$ cat src/rtl/div32_restoring.sv
// div32_restoring
// ---------------
// Sequential unsigned restoring divider that produces one quotient bit per
// clock. The CPU's multi-cycle divide path raises i_start, stalls while
// o_busy is high, and captures o_quotient/o_remainder when o_done pulses.
//
// Optional feature macro: DIV_SIGNED_EN
//   Defined   -> operands are two's complement. Magnitudes are divided, and
//                the signs are fixed up when the result is registered.
//   Undefined -> unsigned only, and no sign logic is built.
//
// Ports
//   i_clk          clock, rising edge
//   i_rst          asynchronous active-high reset
//   i_start        request a divide (accepted in IDLE or FIN)
//   i_dividend     numerator, sampled on the accepting edge
//   i_divisor      denominator, sampled on the accepting edge
//   o_busy         high while iterating
//   o_done         one-cycle pulse; results valid
//   o_quotient     registered quotient, held until the next result
//   o_remainder    registered remainder, held until the next result
//   o_div_by_zero  registered divide-by-zero flag for the last operation

module div32_restoring #(
    parameter int WIDTH = 32
) (
    input  logic             i_clk,
    input  logic             i_rst,
    input  logic             i_start,
    input  logic [WIDTH-1:0] i_dividend,
    input  logic [WIDTH-1:0] i_divisor,
    output logic             o_busy,
    output logic             o_done,
    output logic [WIDTH-1:0] o_quotient,
    output logic [WIDTH-1:0] o_remainder,
    output logic             o_div_by_zero
);

    localparam int RW = 2*WIDTH + 1;
    localparam int CW = $clog2(WIDTH);

    typedef enum logic [1:0] {
        IDLE = 2'd0,
        RUN  = 2'd1,
        FIN  = 2'd2
    } state_t;

    state_t           r_state;
    logic [RW-1:0]    r_rem;
    logic [WIDTH-1:0] r_divisor;
    logic [CW-1:0]    r_count;
    logic             r_zeroPending;

    logic [WIDTH:0]   w_trial;
    logic [RW-1:0]    w_next;
    logic [WIDTH-1:0] w_quotFinal;
    logic [WIDTH-1:0] w_remFinal;
    logic [WIDTH-1:0] w_dividendMag;
    logic [WIDTH-1:0] w_divisorMag;
    logic             w_canAccept;
    logic             w_unusedTop;

    // The top bit of the partial remainder is always zero after a step,
    // because the remainder never reaches the divisor. It is kept only so
    // that the register is the full 2*WIDTH+1 bits wide.
    assign w_unusedTop = r_rem[RW-1];

    // One restoring step. The shifted remainder S = R << 1 is read directly
    // out of r_rem one bit lower, so S[64:32] is r_rem[63:31]. A clear
    // borrow bit keeps the difference and shifts in a 1. Otherwise the
    // shifted value is restored and a 0 is shifted in.
    assign w_trial = r_rem[2*WIDTH-1:WIDTH-1] - {1'b0, r_divisor};
    assign w_next  = w_trial[WIDTH] ? {r_rem[2*WIDTH-1:0], 1'b0}
                                    : {w_trial, r_rem[WIDTH-2:0], 1'b1};

    // A pending divide-by-zero result must be written out before a new
    // request is accepted. Otherwise that result would be lost.
    assign w_canAccept = (r_state == IDLE) || ((r_state == FIN) && !r_zeroPending);

`ifdef DIV_SIGNED_EN
    logic r_negQ;
    logic r_negR;

    // Negating the most negative value gives back the same bit pattern.
    // Read as unsigned, that pattern is the correct magnitude, so no
    // special case is needed for the overflow operands.
    assign w_dividendMag = i_dividend[WIDTH-1] ? -i_dividend : i_dividend;
    assign w_divisorMag  = i_divisor[WIDTH-1]  ? -i_divisor  : i_divisor;
    assign w_quotFinal   = r_negQ ? -w_next[WIDTH-1:0]       : w_next[WIDTH-1:0];
    assign w_remFinal    = r_negR ? -w_next[2*WIDTH-1:WIDTH] : w_next[2*WIDTH-1:WIDTH];
`else
    assign w_dividendMag = i_dividend;
    assign w_divisorMag  = i_divisor;
    assign w_quotFinal   = w_next[WIDTH-1:0];
    assign w_remFinal    = w_next[2*WIDTH-1:WIDTH];
`endif

    // Control FSM and datapath registers. All outputs are registered here.
    // A zero divisor jumps straight to FIN with r_zeroPending set. The
    // following edge then publishes the divide-by-zero result, so o_done
    // arrives one cycle after the accepting edge.
    always_ff @(posedge i_clk or posedge i_rst) begin
        if (i_rst) begin
            r_state       <= IDLE;
            r_rem         <= '0;
            r_divisor     <= '0;
            r_count       <= '0;
            r_zeroPending <= 1'b0;
            o_busy        <= 1'b0;
            o_done        <= 1'b0;
            o_quotient    <= '0;
            o_remainder   <= '0;
            o_div_by_zero <= 1'b0;
`ifdef DIV_SIGNED_EN
            r_negQ        <= 1'b0;
            r_negR        <= 1'b0;
`endif
        end else begin
            o_done <= 1'b0;
            case (r_state)
                IDLE, FIN: begin
                    if (r_zeroPending) begin
                        o_quotient    <= '1;
                        o_remainder   <= r_rem[WIDTH-1:0];
                        o_div_by_zero <= 1'b1;
                        o_done        <= 1'b1;
                        r_zeroPending <= 1'b0;
                    end else if (i_start && w_canAccept) begin
                        r_count <= '0;
`ifdef DIV_SIGNED_EN
                        r_negQ  <= i_dividend[WIDTH-1] ^ i_divisor[WIDTH-1];
                        r_negR  <= i_dividend[WIDTH-1];
`endif
                        if (i_divisor == '0) begin
                            r_divisor     <= '0;
                            r_rem         <= {{(WIDTH+1){1'b0}}, i_dividend};
                            r_zeroPending <= 1'b1;
                            r_state       <= FIN;
                        end else begin
                            r_divisor     <= w_divisorMag;
                            r_rem         <= {{(WIDTH+1){1'b0}}, w_dividendMag};
                            o_div_by_zero <= 1'b0;
                            o_busy        <= 1'b1;
                            r_state       <= RUN;
                        end
                    end else begin
                        r_state <= IDLE;
                    end
                end
                RUN: begin
                    r_rem   <= w_next;
                    r_count <= r_count + 1'b1;
                    if (r_count == CW'(WIDTH-1)) begin
                        o_quotient  <= w_quotFinal;
                        o_remainder <= w_remFinal;
                        o_done      <= 1'b1;
                        o_busy      <= 1'b0;
                        r_state     <= FIN;
                    end
                end
                default: begin
                    r_state <= IDLE;
                    o_busy  <= 1'b0;
                end
            endcase
        end
    end

endmodule

$ cat config.mk
export PLATFORM = sky130hd
export DESIGN_NAME = div32_restoring
export DESIGN_NICKNAME = d
export VERILOG_FILES = /design/src/rtl/div32_restoring.sv
export SDC_FILE = /design/constraint.sdc
export NUM_CORES = 1
export LEC_CHECK = 0
export ABC_AREA = 1
export BUFFER_PORTS_ARGS = -buffer_cell sky130_fd_sc_hd__clkbuf_2
export CELL_PAD_IN_SITES_DETAIL_PLACEMENT = 0
export CELL_PAD_IN_SITES_GLOBAL_PLACEMENT = 1
export CORE_MARGIN = 3
export CORE_UTILIZATION = 46
export DETAILED_ROUTE_END_ITERATION = 10
export PLACE_DENSITY_LB_ADDON = 0.1
export SETUP_SLACK_MARGIN = 0.02
export SYNTH_ARGS = -nofsm -noshare
export SYNTH_HDL_FRONTEND = slang
export SYNTH_SLANG_ARGS = --single-unit
$ cat constraint.sdc
create_clock -name i_clk -period 12.4 [get_ports i_clk]
set_input_delay 2.48 -clock i_clk [delete_from_list [all_inputs] [get_ports i_clk]]
set_output_delay 2.48 -clock i_clk [all_outputs]
set_load 0.1 [all_outputs]
# --- Word level (Yosys, flattened, before mapping) ---
# Cells that the tools add are included.
word_totals:
  word_cells: 70
  output_inout_bits: 67
  register_bits: 171
  input_bits: 67
classes:
  n_addsub: 2
  n_bitwise: 1
  n_mux: 33
  n_eq_ne: 9
  reduce_logical: 15
ops:
  columns: ["op", "n"]
  rows:
  - ["$mux 64", 3]
  - ["$mux 32", 5]
  - ["$pmux 32 s2", 2]
  - ["$pmux 64 s2", 1]
  - ["$sub 33x32->33", 1]
  - ["$logic_not 32->1", 1]
  - ["$mux 1", 12]
  - ["$ne 2x2->1 const B", 6]
  - ["$reduce_and 3->1", 4]
  - ["$mux 5", 2]
  - ["$pmux 5 s2", 1]
  - ["$mux 2", 4]
  - ["$add 5x1->5 const B", 1]
  - ["$eq 5x5->1 const B", 1]
  - ["$pmux 1 s2", 2]
  - ["$pmux 2 s2", 1]
  - ["$reduce_and 4->1", 1]
  - ["$reduce_bool 2->1", 2]
  - ["$eq 2x1->1 const B", 1]
  - ["$eq 2x2->1 const B", 1]
  - ["$logic_and 1x1->1", 2]
  - ["$logic_not 2->1", 1]
  - ["$reduce_and 2->1", 1]
  - ["$reduce_or 2->1", 1]
  - ["3 further kinds", 3]

# --- Logic depth before layout (Yosys ltp) ---
# Gate-level depths: netlist (run 1).
depth:
  ltp_word: 7
  mapped_depth: 19

# --- Worst setup path before layout (run 1) ---
# No wires, ideal clock.
synth_path:
  kind: "input -> register"
  startpoint: "input port i_start"
  endpoint: "register r_rem[10]"
  t_arrival_ns: 3.572
  slack_ns: 8.724
  setup_time_ns: 0.104
  path_stages: 7
  path_cell_list: "inv_1 a211oi_1 nand2_1 nand2_1 inv_1 clkbuf_1 a221oi_1"
synth_between:
  elab_chain_len: 3
synth_rtl:
  columns: ["element", "line", "text"]
  rows:
  - ["start, declared", "29", "input logic i_start,"]
  - ["$logic_and 1x1->1", "128", "end else if (i_start && w_canAccept) begin"]
  - ["$ne 2x2->1 (no line)", null, null]
  - ["$reduce_and 3->1 (no line)", null, null]
  - ["end signal, assigned", "136", "r_rem <= {{(WIDTH+1){1'b0}}, i_dividend};"]
  - ["end signal, assigned", "141", "r_rem <= {{(WIDTH+1){1'b0}}, w_dividendMag};"]
  - ["end signal, assigned", "151", "r_rem <= w_next;"]
  - ["end, declared", "49", "logic [RW-1:0] r_rem;"]
# No other way between the ends.
# A chain may end at the register's enable or synchronous reset.

# --- Final worst setup path (run 1) ---
layout_path:
  startpoint: "input port i_start"
  endpoint: "register r_rem[22]"
# Same word-level chain as after synthesis.

==> key figures, run 1 <==
Worst hold path
  – Worst hold path class: reg2reg

Timing
  – Fin crit share: 35.8%
  – RSZ-0062 raised after global routing: false
  – Skew final: 17.8 ps
  – Fmax: 0.225 GHz
  – Fin. Hold Viols: 0
  – Final Max Slew Viols: 0
  – Least-Margin Pin Slew: 1030 ps
  – Max-slew headroom: 31.6%
  – Final min period: 4450 ps
  – Final-report setup violation count: 0
  – Setup TNS Final: 0 ps

Yosys
  – Cell taking the most area after synthesis: dfrtp_1
  – Mean Syn Cell Area: 7.16 sq um
  – Commonest cells in the netlist: 385 x nand2_1, 286 x inv_1, 171 x dfrtp_1
  – Cells after Synth: 1406
  – Yosys warning total: 0
  – Unique masters post-synth: 35
  – Async set-reset flop share out of synthesis: 100%
  – Synth top area share: 42.5%
  – Largest cells by area after synthesis: dfrtp_1 43%, nand2_1 14%, inv_1 11%
  – Number of synthesized flops with an enable pin: 0
  – Post-Synthesis Cell Area: 10100 sq um
  – Top FF cell, synth: dfrtp_1
  – Yosys reg bits: 171
  – Mapped Nets: 1508
  – Register area share after synthesis: 42.5%
  – Most repeated cell in the gate-level netlist after synthesis: nand2_1

Flow run
  – Max-Cap Viols: 0

GRT
  – Initial antenna violation count: 0
  – Vias in the first global route: 8571
  – Total gr overflow: 0
  – Largest net degree at the start of global routing: 112
  – Total Routing Usage GR: 23.9%
  – First-pass GRT wire length: 45400 um

Floorplan
  – Initial core utilization: 47.3%
  – I/O pin count: 134
  – Row count: 53
  – Die area: 23700 sq um
  – Chip height: 154 um
  – Die X: 154 um
  – Core Box Area: 21300 sq um

Setup path
  – CP Capture Type: register
  – Top cell by count, worst path: buf_4
  – Critical path cell sequence: clkbuf_2, inv_1, a211oi_1, nand2_1, buf_4, nand2_1, buf_4, inv_1, buf_4, a21oi_1, o21ai_0, o21ai_0
  – WP data required: 12760 ps
  – CP Data Arrival Time: 4810 ps
  – CP peak stage delay: 350 ps
  – Critical path type: in2reg
  – Worst setup SP type: input pin
  – Crit path max-delay cell type: buf_4
  – Critical path peak fanout: 48

Route
  – # DRC: 0
  – Drt wl/cell: 15.7 um
  – Routed via count: 8921
  – Vias per std cell: 4.96
  – Routed WL: 28200 um
  – DR pass1 iterations: 6
  – ANT nets after route: 0
  – DR iter-0 viols: 562

Layout
  – Antenna Diode Count: 0
  – Area occupied by multi-input gates: 4440 sq um
  – # fillers: 2116
  – Nets: 1613
  – Reg area: 4280 sq um
  – Area delta synth->final: 14.5%
  – Share of layout cells above drive strength 1: 13.5%

Clock tree
  – Clk sink count: 171
  – CTS tree: done
  – CTS HTree Levels: 4
  – Clock slew at reported path FFs: 90 ps
  – Clock Latency Late Sink: 440 ps
  – Hold Buf Count CTS: 0
  – Postcts setup bufs: 0
  – CTS resizes: 0
  – Clk buf depth: 2
  – TritonCTS Buffers: 17
  – Root buf cell: clkbuf_16

Status
  – Outcome: finished, final reports clean

Placed design
  – Detail Placement HPWL: 21000 um
  – GP Congestion: 0.871
  – IO Port Bufs: 133
==> worst max-delay path, delay by kind of cell <==
kind / cells / cell delay (ps)
AOI/OAI and AO/OA: 4 / 650
buffers and inverters: 6 / 1300
and+or+nand+nor: 2 / 310
==> sequential cells by signal, indices dropped and copies added, names as in the netlist <==
name,cells
o_busy,1
o_div_by_zero,1
o_done,1
o_quotient,32
o_remainder,32
r_count,5
r_divisor,32
r_rem,64
r_state,2
r_zeroPending,1
==> stage by stage <==
stage	util (%)	instances	area [sq um]	hold WS [ps]	setup WS (ps)
floorplan	-	1406	10100	453	5290
global placement	51.1	1767	10900	469	7590
detailed placement	51.1	1767	10900	473	7540
CTS	54.1	1799	11500	496	8010
global route	54.1	1799	11500	517	7720
finish	54.1	1799	11500	486	7950
==> layer usage <==
metal | track usage (%) | share of wire (%)
met5 | 0 | 0
met4 | 5.68 | 1.4
met3 | 2.79 | 3.2
met2 | 39.1 | 48
met1 | 34.2 | 47
==> path summary, 6_finish.rpt <==
check	startpoint	to	slack (ps)	cells after the start
worst max register to register	r_state[0]	o_remainder[27]	9090	9
max in group asynchronous	i_rst	r_count[4]	8630	3
worst min-delay path	r_divisor[28]	r_divisor[28]	490	2
worst min register to register	r_divisor[28]	r_divisor[28]	490	2
min in group asynchronous	i_rst	o_quotient[18]	2250	2
worst max-delay path	i_start	r_rem[22]	7950	12
==> final cells by class <==
| cell class | count | share of cell area (%) |
|---|---|---|
| multi-input combinational | 893 | 38.6 |
| sequential | 171 | 37.1 |
| inverter | 287 | 9.40 |
| timing repair buffer | 141 | 6.30 |
| clock buffer | 17 | 3.69 |
| tap | 275 | 2.99 |
| clock inverter | 15 | 1.91 |
==> cells in the final DEF, fill, tap and decap left out, drive strengths merged <==
cell type | synthesis | final
a211oi | 1 | 1
a21o | 1 | 1
a21oi | 65 | 65
a221oi | 26 | 26
a22o | 2 | 2
a31oi | 32 | 32
and2 | 2 | 2
buf | 21 | 8
clkbuf | 34 | 150
clkinv | 0 | 6
dfrtp | 171 | 171
fa | 1 | 1
ha | 34 | 34
inv | 287 | 296
nand2 | 403 | 403
nand3 | 46 | 46
nand3b | 3 | 3
nand4 | 9 | 9
nor2 | 111 | 111
nor3 | 30 | 30
nor4 | 7 | 7
o21ai | 102 | 102
o21bai | 1 | 1
o311ai | 1 | 1
or2 | 1 | 1
xnor2 | 3 | 3
xor2 | 12 | 12
==> kinds of logic (layout without fill, tap and decap cells) <==
kind of cell | count (synthesis) | in the layout | synth area share, %
adder cells (fa/ha/maj) | 35 | 35 | 4.43
buffers and inverters | 342 | 460 | 13.4
flip-flops | 171 | 171 | 42.5
AO/OA/AOI/OAI | 231 | 231 | 13.3
AND/OR/NAND/NOR | 612 | 612 | 25.1
XOR/XNOR | 15 | 15 | 1.31
Power of run 1 is not shown: default switching activity piles up to over one toggle a cycle in this logic, so the estimate is an artifact.
==> run 2: changes to the inputs <==
--- a/config.mk
+++ b/config.mk
@@ -10,7 +10,7 @@
 export CELL_PAD_IN_SITES_DETAIL_PLACEMENT = 0
 export CELL_PAD_IN_SITES_GLOBAL_PLACEMENT = 1
 export CORE_MARGIN = 3
-export CORE_UTILIZATION = 46
+export CORE_UTILIZATION = 42
 export DETAILED_ROUTE_END_ITERATION = 10
 export PLACE_DENSITY_LB_ADDON = 0.1
 export SETUP_SLACK_MARGIN = 0.02
==> constraint.sdc (replaced) <==
create_clock -name i_clk -period 4.2 [get_ports i_clk]
set_input_delay 0.84 -clock i_clk [delete_from_list [all_inputs] [get_ports i_clk]]
set_output_delay 0.84 -clock i_clk [all_outputs]
set_load 0.1 [all_outputs]
==> run 2 against run 1 <==
Routed wire length is 4.1% higher. Global-route usage is 0.68 points lower. Register-to-register slack worse by 7700 ps. Via count is 0.57% higher. Hold slack better by 3.2 ps. Clock-buffer cell count stayed put. Worst setup slack worse by 6600 ps. Sequential share of layout area is 0.29 points lower. Die area is 9.1% higher.
==> key figures, run 2 (same netlist as run 1, synthesis figures left out) <==
Route
  – Drt wl/cell: 15.9 um (was 15.7 um)
  – DR iter-0 viols: 546 (was 562)
  – # DRC: 0 (unchanged)
  – Vias per std cell: 4.86 (was 4.96)
  – ANT nets after route: 0 (unchanged)
  – DR pass1 iterations: 5 (was 6)
  – Routed WL: 29300 um (was 28200 um)
  – Routed via count: 8972 (was 8921)

Placed design
  – GP Congestion: 0.875 (was 0.871)
  – Detail Placement HPWL: 22100 um (was 21000 um)
  – Pre-CTS WS: 1180 ps (was 7540 ps)
  – IO Port Bufs: 133 (unchanged)

Timing
  – Final-report setup violation count: 0 (unchanged)
  – Skew final: 22.8 ps (was 17.8 ps)
  – Max-slew headroom: 37.3% (was 31.6%)
  – Setup ws final: 1380 ps (was 7950 ps)
  – Fin. Hold Viols: 0 (unchanged)
  – Fin crit share: 67.0%
  – Setup TNS Final: 0 ps (unchanged)
  – Fmax: 0.355 GHz
  – Least-Margin Pin Slew: 939 ps (was 1030 ps)
  – Final min period: 2820 ps
  – Final Max Slew Viols: 0 (unchanged)
  – RSZ-0062 raised after global routing: false (unchanged)

GRT
  – Vias in the first global route: 8722 (was 8571)
  – Total gr overflow: 0 (unchanged)
  – Initial antenna violation count: 0 (unchanged)
  – First-pass GRT wire length: 47700 um (was 45400 um)
  – Largest net degree at the start of global routing: 97 (was 112)
  – Total Routing Usage GR: 23.2% (was 23.9%)

Floorplan
  – Chip height: 161 um (was 154 um)
  – Die area: 25900 sq um (was 23700 sq um)
  – Die X: 161 um (was 154 um)
  – Row count: 56 (was 53)
  – Initial core utilization: 42.7% (was 47.3%)
  – Core Box Area: 23500 sq um (was 21300 sq um)
  – I/O pin count: 134 (unchanged)

Layout
  – Nets: 1617 (was 1613)
  – Commonest non-fill, non-tap cell in the layout: nand2_1 (unchanged)
  – # fillers: 2460 (was 2116)
  – Antenna Diode Count: 0 (unchanged)
  – Most frequent cells in the layout: 385 x nand2_1, 284 x inv_1, 171 x dfrtp_1, 133 x clkbuf_2, 108 x nor2_1 (unchanged)
  – Largest Register: r_rem (unchanged)
  – Largest register FFs: 64 (unchanged)
  – Share of layout cells above drive strength 1: 13.7% (was 13.5%)
  – Area delta synth->final: 15.4% (was 14.5%)

Setup path
  – RR Endpoint: r_rem[45] (was o_remainder[27])
  – CP Capture Type: register (unchanged)
  – Worst r2r src: r_rem[31] (was r_state[0])
  – Slack of the worst reg-to-reg path: 1380 ps (was 9090 ps)
  – WP data required: 4510 ps (was 12760 ps)
  – Critical path type: reg2reg (was in2reg)
  – R2R depth: 17 (was 9)
  – Critical path peak fanout: 34 (was 48)
  – CP Data Arrival Time: 3120 ps (was 4810 ps)
  – Worst setup SP type: register (was input pin)

Clock tree
  – Hold Buf Count CTS: 0 (unchanged)
  – Clock Latency Late Sink: 440 ps (about the same)
  – Postcts setup bufs: 0 (unchanged)
  – CTS resizes: 0 (unchanged)
  – Clk sink count: 171 (unchanged)
  – CTS tree: done (unchanged)
  – CTS HTree Levels: 4 (unchanged)
  – Clock slew at reported path FFs: 80 ps (was 90 ps)
  – TritonCTS Buffers: 17 (unchanged)
  – Root buf cell: clkbuf_16 (unchanged)
  – Clk buf depth: 2 (unchanged)

Worst hold path
  – Hold endpoint: r_divisor[28] (unchanged)
  – Worst hold stages: 2 (unchanged)
  – Worst hold path class: reg2reg (unchanged)
  – Min-Delay Startpoint: r_divisor[28] (unchanged)

Status
  – Outcome: finished, final reports clean (unchanged)

Flow run
  – Max-Cap Viols: 0 (unchanged)
-- run 2: stage by stage --
stage	std cells	util (%)	cell area, sq um	hold slack (ps)
after floorplan	1406	-	10100	453
after global routing	1847	49.3	11600	511
final	1847	49.3	11600	489
after global placement	1815	46.7	11000	472
after CTS	1847	49.3	11600	495
after detailed placement	1815	46.7	11000	474
-- run 2: cell type report --
| type | count | area, sq um | share of cell area (%) |
|---|---|---|---|
| multi-input combinational | 893 | 4440 | 38.3 |
| sequential | 171 | 4280 | 36.8 |
| inverter | 287 | 1080 | 9.32 |
| timing repair buffer | 145 | 793 | 6.83 |
| clock buffer | 17 | 425 | 3.66 |
| tap | 319 | 399 | 3.44 |
| clock inverter | 15 | 189 | 1.63 |
-- run 2: how the worst max path moves through the flow --
| stage | from | to | slack [ps] | cells past startpoint |
|---|---|---|---|---|
| 2_1_floorplan | i_rst | o_busy | 1180 | 1 |
| 3_3_place_gp | i_divisor[0] | r_state[0] | 1160 | 6 |
| 3_5_place_dp | i_divisor[0] | r_state[0] | 1180 | 6 |
| 4_1_cts | r_rem[31] | r_rem[45] | 1380 | 17 |
| 5_1_grt | r_rem[31] | r_rem[45] | 1170 | 17 |
| 6_report | r_rem[31] | r_rem[45] | 1380 | 17 |
-- run 2: worst max-delay path: stages (launching register included) --
cell     delay [ps]
dfrtp_1         320
inv_1            80
ha_1            250
fa_1            430
inv_1            70
nand2_1          50
nand2_1         110
nand3_1         100
nand2_2         160
nand2_2          70
nand2_2          70
nand2_2          70
nand2_2          80
nand2_2          60
nand2_4         350
nand2_1          90
nand3_1         200
o21ai_0         120
-- run 2: per-layer routing --
metal,vias up,global-route usage [%],wire length [um]
met3,18,4.26,1130
met1,4175,34.5,14700
met4,0,4.38,263
met5,-,0,0
met2,177,35.8,13200
li1,4602,-,-
Power of run 2 is left out for the same reason.
